## config.mk

```make
export PLATFORM = sky130hd
export DESIGN_NAME = maincu_flat
export DESIGN_NICKNAME = d
export VERILOG_FILES = /design/src/rtl/maincu_if.sv /design/src/rtl/maincu.sv /design/src/flat_wrapper.sv
export SDC_FILE = /design/constraint.sdc
export NUM_CORES = 1
export LEC_CHECK = 0
export ABC_AREA = 1
export CORE_UTILIZATION = 35
export DETAILED_ROUTE_END_ITERATION = 8
export GPL_ROUTABILITY_DRIVEN = 0
export PLACE_DENSITY_LB_ADDON = 0.1
export SLEW_MARGIN = 20
export SYNTH_ARGS = -nofsm -noshare
export SYNTH_HDL_FRONTEND = slang
export SYNTH_SLANG_ARGS = --single-unit
```

## constraint.sdc

```tcl
create_clock -name clk -period 1.1 [get_ports clk]
set_input_delay 0.22 -clock clk [delete_from_list [all_inputs] [get_ports clk]]
set_output_delay 0.22 -clock clk [all_outputs]
set_load 0.1 [all_outputs]
```

## src/rtl/maincu_if.sv

```systemverilog
// Bundle of the control unit's instruction/memory inputs and datapath control outputs.
// The control unit drives outputs through master; the datapath side uses slave.
interface maincu_if #(
    parameter int OPW = 4
);
    logic [OPW-1:0] opcode;
    logic           mem_ready;
    logic           pc_write;
    logic           pc_write_cond;
    logic           i_or_d;
    logic           mem_read;
    logic           mem_write;
    logic           ir_write;
    logic           mem_to_reg;
    logic           reg_dst;
    logic           reg_write;
    logic           alu_src_a;
    logic [1:0]     alu_src_b;
    logic [1:0]     alu_op;
    logic [1:0]     pc_source;
    logic           retire;
    logic           illegal;
    logic [3:0]     state;

    modport master (
        input  opcode, mem_ready,
        output pc_write, pc_write_cond, i_or_d, mem_read, mem_write, ir_write,
               mem_to_reg, reg_dst, reg_write, alu_src_a, alu_src_b, alu_op,
               pc_source, retire, illegal, state
    );

    modport slave (
        output opcode, mem_ready,
        input  pc_write, pc_write_cond, i_or_d, mem_read, mem_write, ir_write,
               mem_to_reg, reg_dst, reg_write, alu_src_a, alu_src_b, alu_op,
               pc_source, retire, illegal, state
    );
endinterface

```

## src/rtl/maincu.sv

```systemverilog
// Multicycle main control unit: sequences fetch/decode/execute/memory/writeback and
// drives datapath selects, write enables and the ALU op code for the ALU control unit.
//
// state  | meaning
// RST    | post-reset idle, all outputs low
// FETCH  | read instruction at PC, PC+4 (waits on mem_ready)
// DECODE | sample opcode, precompute branch target
// MEMADR | compute load/store address
// MEMRD  | data read (waits on mem_ready)
// MEMWB  | write loaded data to register file
// MEMWR  | data write (waits on mem_ready)
// EXEC   | R-type ALU operation
// ALUWB  | write ALU result to rd
// BRANCH | compare and conditionally load PC
// JUMP   | load jump target
// TRAP   | undefined opcode, one cycle
module maincu #(
    parameter int             OPW    = 4,
    parameter logic [OPW-1:0] OP_R   = 4'h0,
    parameter logic [OPW-1:0] OP_LW  = 4'h1,
    parameter logic [OPW-1:0] OP_SW  = 4'h2,
    parameter logic [OPW-1:0] OP_BEQ = 4'h3,
    parameter logic [OPW-1:0] OP_J   = 4'h4
) (
    input  logic     clk,
    input  logic     rst_n,
    maincu_if.master bus
);

    typedef enum logic [3:0] {
        RST    = 4'd0,
        FETCH  = 4'd1,
        DECODE = 4'd2,
        MEMADR = 4'd3,
        MEMRD  = 4'd4,
        MEMWB  = 4'd5,
        MEMWR  = 4'd6,
        EXEC   = 4'd7,
        ALUWB  = 4'd8,
        BRANCH = 4'd9,
        JUMP   = 4'd10,
        TRAP   = 4'd11
    } state_e;

    state_e         state_q;
    state_e         state_d;
    logic [OPW-1:0] op_q;
    logic           rst_done_q;

    // rst_done_q keeps the FSM in RST for one full edge after reset release.
    always_ff @(posedge clk or negedge rst_n) begin
        if (!rst_n) begin
            state_q    <= RST;
            op_q       <= '0;
            rst_done_q <= 1'b0;
        end else begin
            state_q    <= state_d;
            rst_done_q <= 1'b1;
            if (state_q == DECODE)
                op_q <= bus.opcode;
        end
    end

    always_comb begin
        state_d           = RST;
        bus.pc_write      = 1'b0;
        bus.pc_write_cond = 1'b0;
        bus.i_or_d        = 1'b0;
        bus.mem_read      = 1'b0;
        bus.mem_write     = 1'b0;
        bus.ir_write      = 1'b0;
        bus.mem_to_reg    = 1'b0;
        bus.reg_dst       = 1'b0;
        bus.reg_write     = 1'b0;
        bus.alu_src_a     = 1'b0;
        bus.alu_src_b     = 2'b00;
        bus.alu_op        = 2'b00;
        bus.pc_source     = 2'b00;
        bus.retire        = 1'b0;
        bus.illegal       = 1'b0;

        case (state_q)
            RST: state_d = rst_done_q ? FETCH : RST;
            FETCH: begin
                bus.mem_read  = 1'b1;
                bus.alu_src_b = 2'b01;
                bus.ir_write  = bus.mem_ready;
                bus.pc_write  = bus.mem_ready;
                state_d       = bus.mem_ready ? DECODE : FETCH;
            end
            DECODE: begin
                bus.alu_src_b = 2'b11;
                case (bus.opcode)
                    OP_R:          state_d = EXEC;
                    OP_LW, OP_SW:  state_d = MEMADR;
                    OP_BEQ:        state_d = BRANCH;
                    OP_J:          state_d = JUMP;
                    default:       state_d = TRAP;
                endcase
            end
            MEMADR: begin
                bus.alu_src_a = 1'b1;
                bus.alu_src_b = 2'b10;
                state_d       = (op_q == OP_LW) ? MEMRD : MEMWR;
            end
            MEMRD: begin
                bus.mem_read = 1'b1;
                bus.i_or_d   = 1'b1;
                state_d      = bus.mem_ready ? MEMWB : MEMRD;
            end
            MEMWB: begin
                bus.reg_write  = 1'b1;
                bus.mem_to_reg = 1'b1;
                bus.retire     = 1'b1;
                state_d        = FETCH;
            end
            MEMWR: begin
                bus.mem_write = 1'b1;
                bus.i_or_d    = 1'b1;
                bus.retire    = bus.mem_ready;
                state_d       = bus.mem_ready ? FETCH : MEMWR;
            end
            EXEC: begin
                bus.alu_src_a = 1'b1;
                bus.alu_op    = 2'b10;
                state_d       = ALUWB;
            end
            ALUWB: begin
                bus.reg_write = 1'b1;
                bus.reg_dst   = 1'b1;
                bus.retire    = 1'b1;
                state_d       = FETCH;
            end
            BRANCH: begin
                bus.alu_src_a     = 1'b1;
                bus.alu_op        = 2'b01;
                bus.pc_write_cond = 1'b1;
                bus.pc_source     = 2'b01;
                bus.retire        = 1'b1;
                state_d           = FETCH;
            end
            JUMP: begin
                bus.pc_write  = 1'b1;
                bus.pc_source = 2'b10;
                bus.retire    = 1'b1;
                state_d       = FETCH;
            end
            TRAP: begin
                bus.illegal = 1'b1;
                bus.retire  = 1'b1;
                state_d     = FETCH;
            end
            default: state_d = RST;
        endcase
    end

    assign bus.state = state_q;

endmodule

```

## src/flat_wrapper.sv

```systemverilog
// flat-port wrapper written by rule: the top's interface ports become plain ports
module maincu_flat 
#(
    parameter int             OPW    = 4,
    parameter logic [OPW-1:0] OP_R   = 4'h0,
    parameter logic [OPW-1:0] OP_LW  = 4'h1,
    parameter logic [OPW-1:0] OP_SW  = 4'h2,
    parameter logic [OPW-1:0] OP_BEQ = 4'h3,
    parameter logic [OPW-1:0] OP_J   = 4'h4
)
  (clk, rst_n, bus_opcode, bus_mem_ready, bus_pc_write, bus_pc_write_cond, bus_i_or_d, bus_mem_read, bus_mem_write, bus_ir_write, bus_mem_to_reg, bus_reg_dst, bus_reg_write, bus_alu_src_a, bus_alu_src_b, bus_alu_op, bus_pc_source, bus_retire, bus_illegal, bus_state);
  maincu_if #(.OPW(OPW)) bus_i ();
  input  logic clk;
  input  logic rst_n;
  input wire logic [$bits(bus_i.opcode)-1:0] bus_opcode;
  input wire logic [$bits(bus_i.mem_ready)-1:0] bus_mem_ready;
  output wire logic [$bits(bus_i.pc_write)-1:0] bus_pc_write;
  output wire logic [$bits(bus_i.pc_write_cond)-1:0] bus_pc_write_cond;
  output wire logic [$bits(bus_i.i_or_d)-1:0] bus_i_or_d;
  output wire logic [$bits(bus_i.mem_read)-1:0] bus_mem_read;
  output wire logic [$bits(bus_i.mem_write)-1:0] bus_mem_write;
  output wire logic [$bits(bus_i.ir_write)-1:0] bus_ir_write;
  output wire logic [$bits(bus_i.mem_to_reg)-1:0] bus_mem_to_reg;
  output wire logic [$bits(bus_i.reg_dst)-1:0] bus_reg_dst;
  output wire logic [$bits(bus_i.reg_write)-1:0] bus_reg_write;
  output wire logic [$bits(bus_i.alu_src_a)-1:0] bus_alu_src_a;
  output wire logic [$bits(bus_i.alu_src_b)-1:0] bus_alu_src_b;
  output wire logic [$bits(bus_i.alu_op)-1:0] bus_alu_op;
  output wire logic [$bits(bus_i.pc_source)-1:0] bus_pc_source;
  output wire logic [$bits(bus_i.retire)-1:0] bus_retire;
  output wire logic [$bits(bus_i.illegal)-1:0] bus_illegal;
  output wire logic [$bits(bus_i.state)-1:0] bus_state;
  assign bus_i.opcode = bus_opcode;
  assign bus_i.mem_ready = bus_mem_ready;
  assign bus_pc_write = bus_i.pc_write;
  assign bus_pc_write_cond = bus_i.pc_write_cond;
  assign bus_i_or_d = bus_i.i_or_d;
  assign bus_mem_read = bus_i.mem_read;
  assign bus_mem_write = bus_i.mem_write;
  assign bus_ir_write = bus_i.ir_write;
  assign bus_mem_to_reg = bus_i.mem_to_reg;
  assign bus_reg_dst = bus_i.reg_dst;
  assign bus_reg_write = bus_i.reg_write;
  assign bus_alu_src_a = bus_i.alu_src_a;
  assign bus_alu_src_b = bus_i.alu_src_b;
  assign bus_alu_op = bus_i.alu_op;
  assign bus_pc_source = bus_i.pc_source;
  assign bus_retire = bus_i.retire;
  assign bus_illegal = bus_i.illegal;
  assign bus_state = bus_i.state;
  maincu #(.OPW(OPW), .OP_R(OP_R), .OP_LW(OP_LW), .OP_SW(OP_SW), .OP_BEQ(OP_BEQ), .OP_J(OP_J)) u_core (.clk(clk), .rst_n(rst_n), .bus(bus_i));
endmodule
```

==> impl_metrics.toml, run 1 <==
[yosys]
netlist_area_um2 = 621.8
syn_area_per_cell_um2 = 6.037
yosysWarnings = 0
synthTopCellsByArea = "dfrtp_1 36%, nand2_1 20%, nor2_1 11%"
synth_fp_nets = 110
ys_ff_latch = 9
yosysSeqAreaShare = 0.3622
ys_types = 13
synth_top_area_frac = 0.3622
synth_top_area_cell = "dfrtp_1"
syn_inst = 103

[place]
io_buffers = 28
pre_cts_ws_ns = -0.4276
dp_hpwl_mm = 2.545

[status]
stop_stage = "4_1_cts"
status = "did not finish"
error = "[ERROR DPL-0038] Utilization greater than 100%, impossible to legalize"

[cts]
post-cts-setup-buffers = 12
cts_root_buf = "clkbuf_4"
cts-buffers-inserted = 3
cts_sinks = 9
clk_path_buf_depth = 2
cts_resized = 39
postCtsHoldBufs = 0
cts_htree_levels = 1

[floorplan]
rows = 14
io_pins = 29
fp.dieH_um = 44.15
start_util = 0.3944
die_width_um = 44.15
## through the flow
step | setup TNS, ns | instances | hold WS (ns) | util | cell area (µm²)
after floorplan | -12.25 | 103 | -0.07559 | - | 837.1
after global placement | -6.977 | 170 | 0.4717 | 0.9603 | 1514
after detailed placement | -8.684 | 170 | 0.4969 | 0.9603 | 1514
## logic make-up after synthesis
group / after synthesis / share of synthesized area
simple gates: 63 / 0.4266
buf+inv: 24 / 0.1569
flops: 9 / 0.3622
compound gates: 6 / 0.04829
other cells: 1 / 0.006030
## cells in the mapped netlist
library cell / instances
nand2_1: 33
nor2_1: 18
inv_1: 17
dfrtp_1: 9
o21ai_1: 6
inv_2: 5
nand3_1: 5
nor2_2: 3
buf_4: 2
nand4_1: 2
conb_1: 1
nand2_2: 1
nor2_4: 1
==> run 2: changes to the inputs <==
--- a/config.mk
+++ b/config.mk
@@ -6,10 +6,11 @@
 export NUM_CORES = 1
 export LEC_CHECK = 0
 export ABC_AREA = 1
-export CORE_UTILIZATION = 35
+export CORE_AREA = 2 2 63 65
 export DETAILED_ROUTE_END_ITERATION = 8
+export DIE_AREA = 0 0 65 67
 export GPL_ROUTABILITY_DRIVEN = 0
-export PLACE_DENSITY_LB_ADDON = 0.1
+export PLACE_DENSITY_LB_ADDON = 0.15
 export SLEW_MARGIN = 20
 export SYNTH_ARGS = -nofsm -noshare
 export SYNTH_HDL_FRONTEND = slang
==> constraint.sdc (replaced) <==
create_clock -name clk -period 1.4 [get_ports clk]
set_input_delay 0.28 -clock clk [delete_from_list [all_inputs] [get_ports clk]]
set_output_delay 0.28 -clock clk [all_outputs]
set_load 0.1 [all_outputs]
==> run 2 against run 1 <==
- the flow now finishes, with violations (setup timing)
- synthesized area stayed put
- synthesized cell count unchanged
==> impl_metrics.toml, run 2 <==
[yosys]
synth_top_area_cell = "dfrtp_1"
async_flop_share = 1.000
synthTopCellsByArea = "dfrtp_1 36%, nand2_1 20%, nor2_1 11%"
netlist_area_um2 = 621.8
yosysWarnings = 0
synth_fp_nets = 110
yosys-top-cells-count = "33 x nand2_1, 18 x nor2_1, 17 x inv_1"
synth_top_flop_cell = "dfrtp_1"
ys_types = 13
synth_top_area_frac = 0.3622
syn_inst = 103
syn_area_per_cell_um2 = 6.037
yosysSeqAreaShare = 0.3622
ys_ff_latch = 9
synth_edf_count = 0
yosysMostFrequentCell = "nand2_1"

[floorplan]
fp.dieH_um = 67
io_pins = 29
die_width_um = 65
start_util = 0.1724
die_area_um2 = 4355
rows = 22
core_area_um2 = 3606

[detailed_routing]
drc_errors = 0
ant_nets = 0
dr.pass1.iters = 4
avgRoutedWirePerCell_um = 9.573
drt-total-wl_mm = 1.972
vias = 776
drtIter0Drc = 11
vias_per_cell = 3.767

[place]
place_area_um2 = 1524
io_buffers = 28
dp.cells = 198
dp_hpwl_mm = 1.652

[cts]
clk_path_buf_depth = 2
cts_htree_levels = 1
cts.clk_slew.worst_paths_ns = 0.04
clk_latency_ns = 0.23
cts-buffers-inserted = 3
cts_root_buf = "clkbuf_8"
cts_tree = "built"
postCtsHoldBufs = 0
cts_sinks = 9

[finish]
fin_cells = 206
final_cell_mix = "23 x buf_12, 22 x nand2_1, 20 x buf_4"
stdcell_area_um2 = 1672
fillers = 345
fin_nets = 166
layout_commonest_cell = "buf_12"
syn_to_final_growth_pct = 168.8
finish.utilization = 0.4636
diodes = 0
layout-drive-gt1-share = 0.6076

[global_routing]
grt_pass1_wl_mm = 3.277
grt_pass1_vias = 780
grt_usage = 0.09982
grt_max_degree = 10
antenna_found_initial = 0
grt.overflow.total = 0

[status]
status = "finished with violations"
violations = "setup timing"

[setup_path]
worstPathMaxFanout = 5
critical_path_class = "reg -> out"
worstPathArrival_ns = 1.44
crit_path_start_kind = "flop"
end_kind = "primary output"
critPathRequiredTime_ns = 1.12

[timing]
setup_ws_ns = -0.3174
setup_viol = 21
finalSetupTns_ns = -4.944
max_freq_ghz = 0.5823
finalHoldViolCount = 0
clock_skew_ns = 0.002571
finalCritPeriodShare = 1.227
drv_slew = 0
min_period_ns = 1.717
grt_setup_unrepaired = "yes"

[worst_hold_path]
hold_class = "in -> async"

[flow_run]
drv_cap = 0
[run 2: area by class of cell]
| cell class | count | area, µm² | area share |
|---|---|---|---|
| inverters | 22 | 111.4 | 0.06662 |
| repair buffers | 53 | 715.7 | 0.4281 |
| multi-input cells | 70 | 499.2 | 0.2987 |
| flip-flops and latches | 9 | 240.2 | 0.1437 |
| well taps | 48 | 60.06 | 0.03593 |
| clock buffers | 4 | 45.04 | 0.02695 |
[run 2: critical path: stages, from the launching register on]
cell and delay (ns):
dfrtp_4 0.51, nor2_4 0.20, nand2_2 0.10, buf_12 0.15
nand3_4 0.08, buf_12 0.17
[run 2: final timing paths]
check | from | slack (ns) | cells past startpoint | to
hold / removal | rst_n | 0.35 | 1 | u_core.op_q[2]$_DFFE_PN0P_
max in group asynchronous | rst_n | 0.73 | 1 | u_core.bus.state[0]$_DFF_PN0_
setup reg to reg | u_core.bus.state[1]$_DFF_PN0_ | -0.06 | 9 | u_core.bus.state[0]$_DFF_PN0_
min in group clk | u_core.op_q[0]$_DFFE_PN0P_ | 0.49 | 2 | u_core.op_q[0]$_DFFE_PN0P_
setup / recovery | u_core.bus.state[1]$_DFF_PN0_ | -0.32 | 5 | bus_retire
hold reg to reg | u_core.op_q[0]$_DFFE_PN0P_ | 0.49 | 2 | u_core.op_q[0]$_DFFE_PN0P_
[run 2: layer usage]
layer | track usage | share of wire | up-vias | wire, µm
met2 | 0.1817 | 0.52 | 22 | 1018
met1 | 0.1062 | 0.40 | 339 | 787
met3 | 0.01689 | 0.061 | 4 | 120
met4 | 0.06383 | 0.023 | 0 | 46
met5 | 0 | 0 | - | 0
li1 | - | - | 411 | -
[run 2: repair_timing]
item | CTS | global route
resized for setup | 12 | 7
endpoints found under the setup margin | 19 | 24
setup buffers | 3 | 1
pin swaps | 4 | 1
[run 2: cells by family (layout without fill, tap and decap cells)]
| kind of cell | Yosys count | in the layout | synth area share |
|---|---|---|---|
| AO/OA/AOI/OAI | 6 | 6 | 0.04829 |
| other | 1 | 1 | 0.006030 |
| buffers and inverters | 24 | 79 | 0.1569 |
| AND/OR/NAND/NOR | 63 | 63 | 0.4266 |
| flip-flops | 9 | 9 | 0.3622 |
[run 2: per-stage QoR]
step           worst slack, ns  hold WS, ns
2_1_floorplan          -0.6755     -0.01559
3_3_place_gp           -0.1834       0.4758
3_5_place_dp           -0.1785       0.4792
4_1_cts                -0.3101       0.3692
5_1_grt                -0.3744       0.3953
6_report               -0.3174       0.3492
Power of run 2 is not shown: default switching activity piles up to over one toggle a cycle in this logic, so the estimate is an artifact.
==> run 3: changes to the inputs <==
--- a/config.mk
+++ b/config.mk
@@ -10,7 +10,7 @@
 export DETAILED_ROUTE_END_ITERATION = 8
 export DIE_AREA = 0 0 65 67
 export GPL_ROUTABILITY_DRIVEN = 0
-export PLACE_DENSITY_LB_ADDON = 0.15
+export PLACE_DENSITY = 0.42
 export SLEW_MARGIN = 20
 export SYNTH_ARGS = -nofsm -noshare
 export SYNTH_HDL_FRONTEND = slang
==> run 3 against run 2 <==
- the flow still finishes with violations (setup timing)
- worst hold slack worse by 0.0025 ns
- register-to-register slack improved by 0.09 ns
- first-iteration DRC count shrank 55%
- final cell count rose by 3.4%
- via count is 7.1% higher
- design area up 7.6%
- critical path depth up 1
- worst setup slack worse by 0.0053 ns
- sequential share of layout area is 1.0 points lower
- utilization rose by 3.5 points
- highest routed layer unchanged
==> impl_metrics.toml, run 3 (synthesis results as in run 2) <==
[floorplan]
fp.dieH_um = 67
core_area_um2 = 3606
die_width_um = 65
rows = 22
die_area_um2 = 4355
start_util = 0.1724
io_pins = 29

[setup_path]
critical_path_class = "reg -> out"
critPathRequiredTime_ns = 1.12
cpPeakStageDelay_ns = 0.46
cp_cell_sequence = "inv_4, nor2_4, nand2_2, buf_4, nand3_4, buf_12"
crit_path_start_kind = "flop"
end_kind = "primary output"
worstPathArrival_ns = 1.44
worstPathMaxFanout = 5
slowest_stage = "dfrtp_4"

[finish]
finish.utilization = 0.4990
fin_nets = 173
final_cell_mix = "23 x buf_12, 22 x nand2_1, 21 x buf_4"
layout-drive-gt1-share = 0.6424
fin_cells = 213
syn_to_final_growth_pct = 189.3
layout_commonest_cell = "buf_12"
diodes = 0

[cts]
postCtsHoldBufs = 0
cts_root_buf = "clkbuf_8"
cts_sinks = 9
clk_path_buf_depth = 2
cts_htree_levels = 1
cts_tree = "built"
cts-buffers-inserted = 3
clk_latency_ns = 0.23
cts.clk_slew.worst_paths_ns = 0.04

[detailed_routing]
dr.pass1.iters = 4
drtIter0Drc = 5
drc_errors = 0
ant_nets = 0
vias = 831
avgRoutedWirePerCell_um = 10.14
drt-total-wl_mm = 2.160
vias_per_cell = 3.901

[status]
violations = "setup timing"
status = "finished with violations"

[place]
dp_hpwl_mm = 1.747
dp.cells = 200
io_buffers = 28

[timing]
setup_viol = 19
finalHoldViolCount = 0
min_period_ns = 1.723
drv_slew = 0
max_freq_ghz = 0.5805
clock_skew_ns = 0.001713
finalCritPeriodShare = 1.231
grt_setup_unrepaired = "yes"
setup_ws_ns = -0.3227

[global_routing]
antenna_found_initial = 0
grt.overflow.total = 0
grt_pass1_vias = 795
grt_pass1_wl_mm = 3.615
grt_max_degree = 10
grt_usage = 0.1089

[flow_run]
drv_cap = 0

[worst_hold_path]
hold_class = "in -> async"
[run 3: changes by cell type in the layout (fill, tap and decap cells not counted), sizes merged]
cell	change
inv	-1
clkbuf	+1
clkinv	+1
buf	+6
[run 3: final timing paths]
check / from / end / slack (ns) / cells past startpoint
max in group asynchronous: rst_n / u_core.bus.state[1]$_DFF_PN0_ / 0.73 / 1
min in group clk: u_core.op_q[1]$_DFFE_PN0P_ / u_core.op_q[1]$_DFFE_PN0P_ / 0.48 / 2
hold / removal: rst_n / u_core.op_q[0]$_DFFE_PN0P_ / 0.35 / 1
setup reg to reg: u_core.bus.state[2]$_DFF_PN0_ / u_core.op_q[0]$_DFFE_PN0P_ / 0.03 / 6
hold reg to reg: u_core.op_q[1]$_DFFE_PN0P_ / u_core.op_q[1]$_DFFE_PN0P_ / 0.48 / 2
setup / recovery: u_core.bus.state[0]$_DFF_PN0_ / bus_alu_src_a / -0.32 / 6
[run 3: metal layers]
metal,track usage,part of all wire,vias up
li1,-,-,428
met1,0.1128,0.39,374
met2,0.2139,0.54,25
met3,0.01689,0.051,4
met4,0.04787,0.014,0
met5,0,0,-
[run 3: timing repair]
item,CTS,global route
resized for setup,16,15
setup endpoints to repair,19,25
cloned,0,1
pin swaps,5,4
buffers inserted,6,3
[run 3: worst max-delay path: cells and delay by family (launching register included)]
family,cells,cell delay [ns]
flip-flops,1,0.46
buffers and inverters,3,0.38
AND/OR/NAND/NOR,3,0.37
[run 3: final cells by class]
class | count | area, µm²
Sequential cell | 9 | 240.2
Multi-Input combinational cell | 70 | 531.8
Clock buffer | 4 | 45.04
Inverter | 22 | 113.9
Timing Repair Buffer | 60 | 808.3
Fill cell | 339 | 1807
Tap cell | 48 | 60.06
[run 3: stage by stage]
stage,worst slack [ns],instance area (µm²),hold slack (ns),TNS [ns]
CTS,-0.3219,1700,0.3678,-5.119
global route,-0.3952,1799,0.3839,-6.078
global placement,-0.1864,1539,0.4782,-1.514
floorplan,-0.6755,824.5,-0.01559,-6.335
finish,-0.3227,1799,0.3467,-4.819
detailed placement,-0.1736,1539,0.4819,-1.645
Power of run 3 is left out for the same reason.
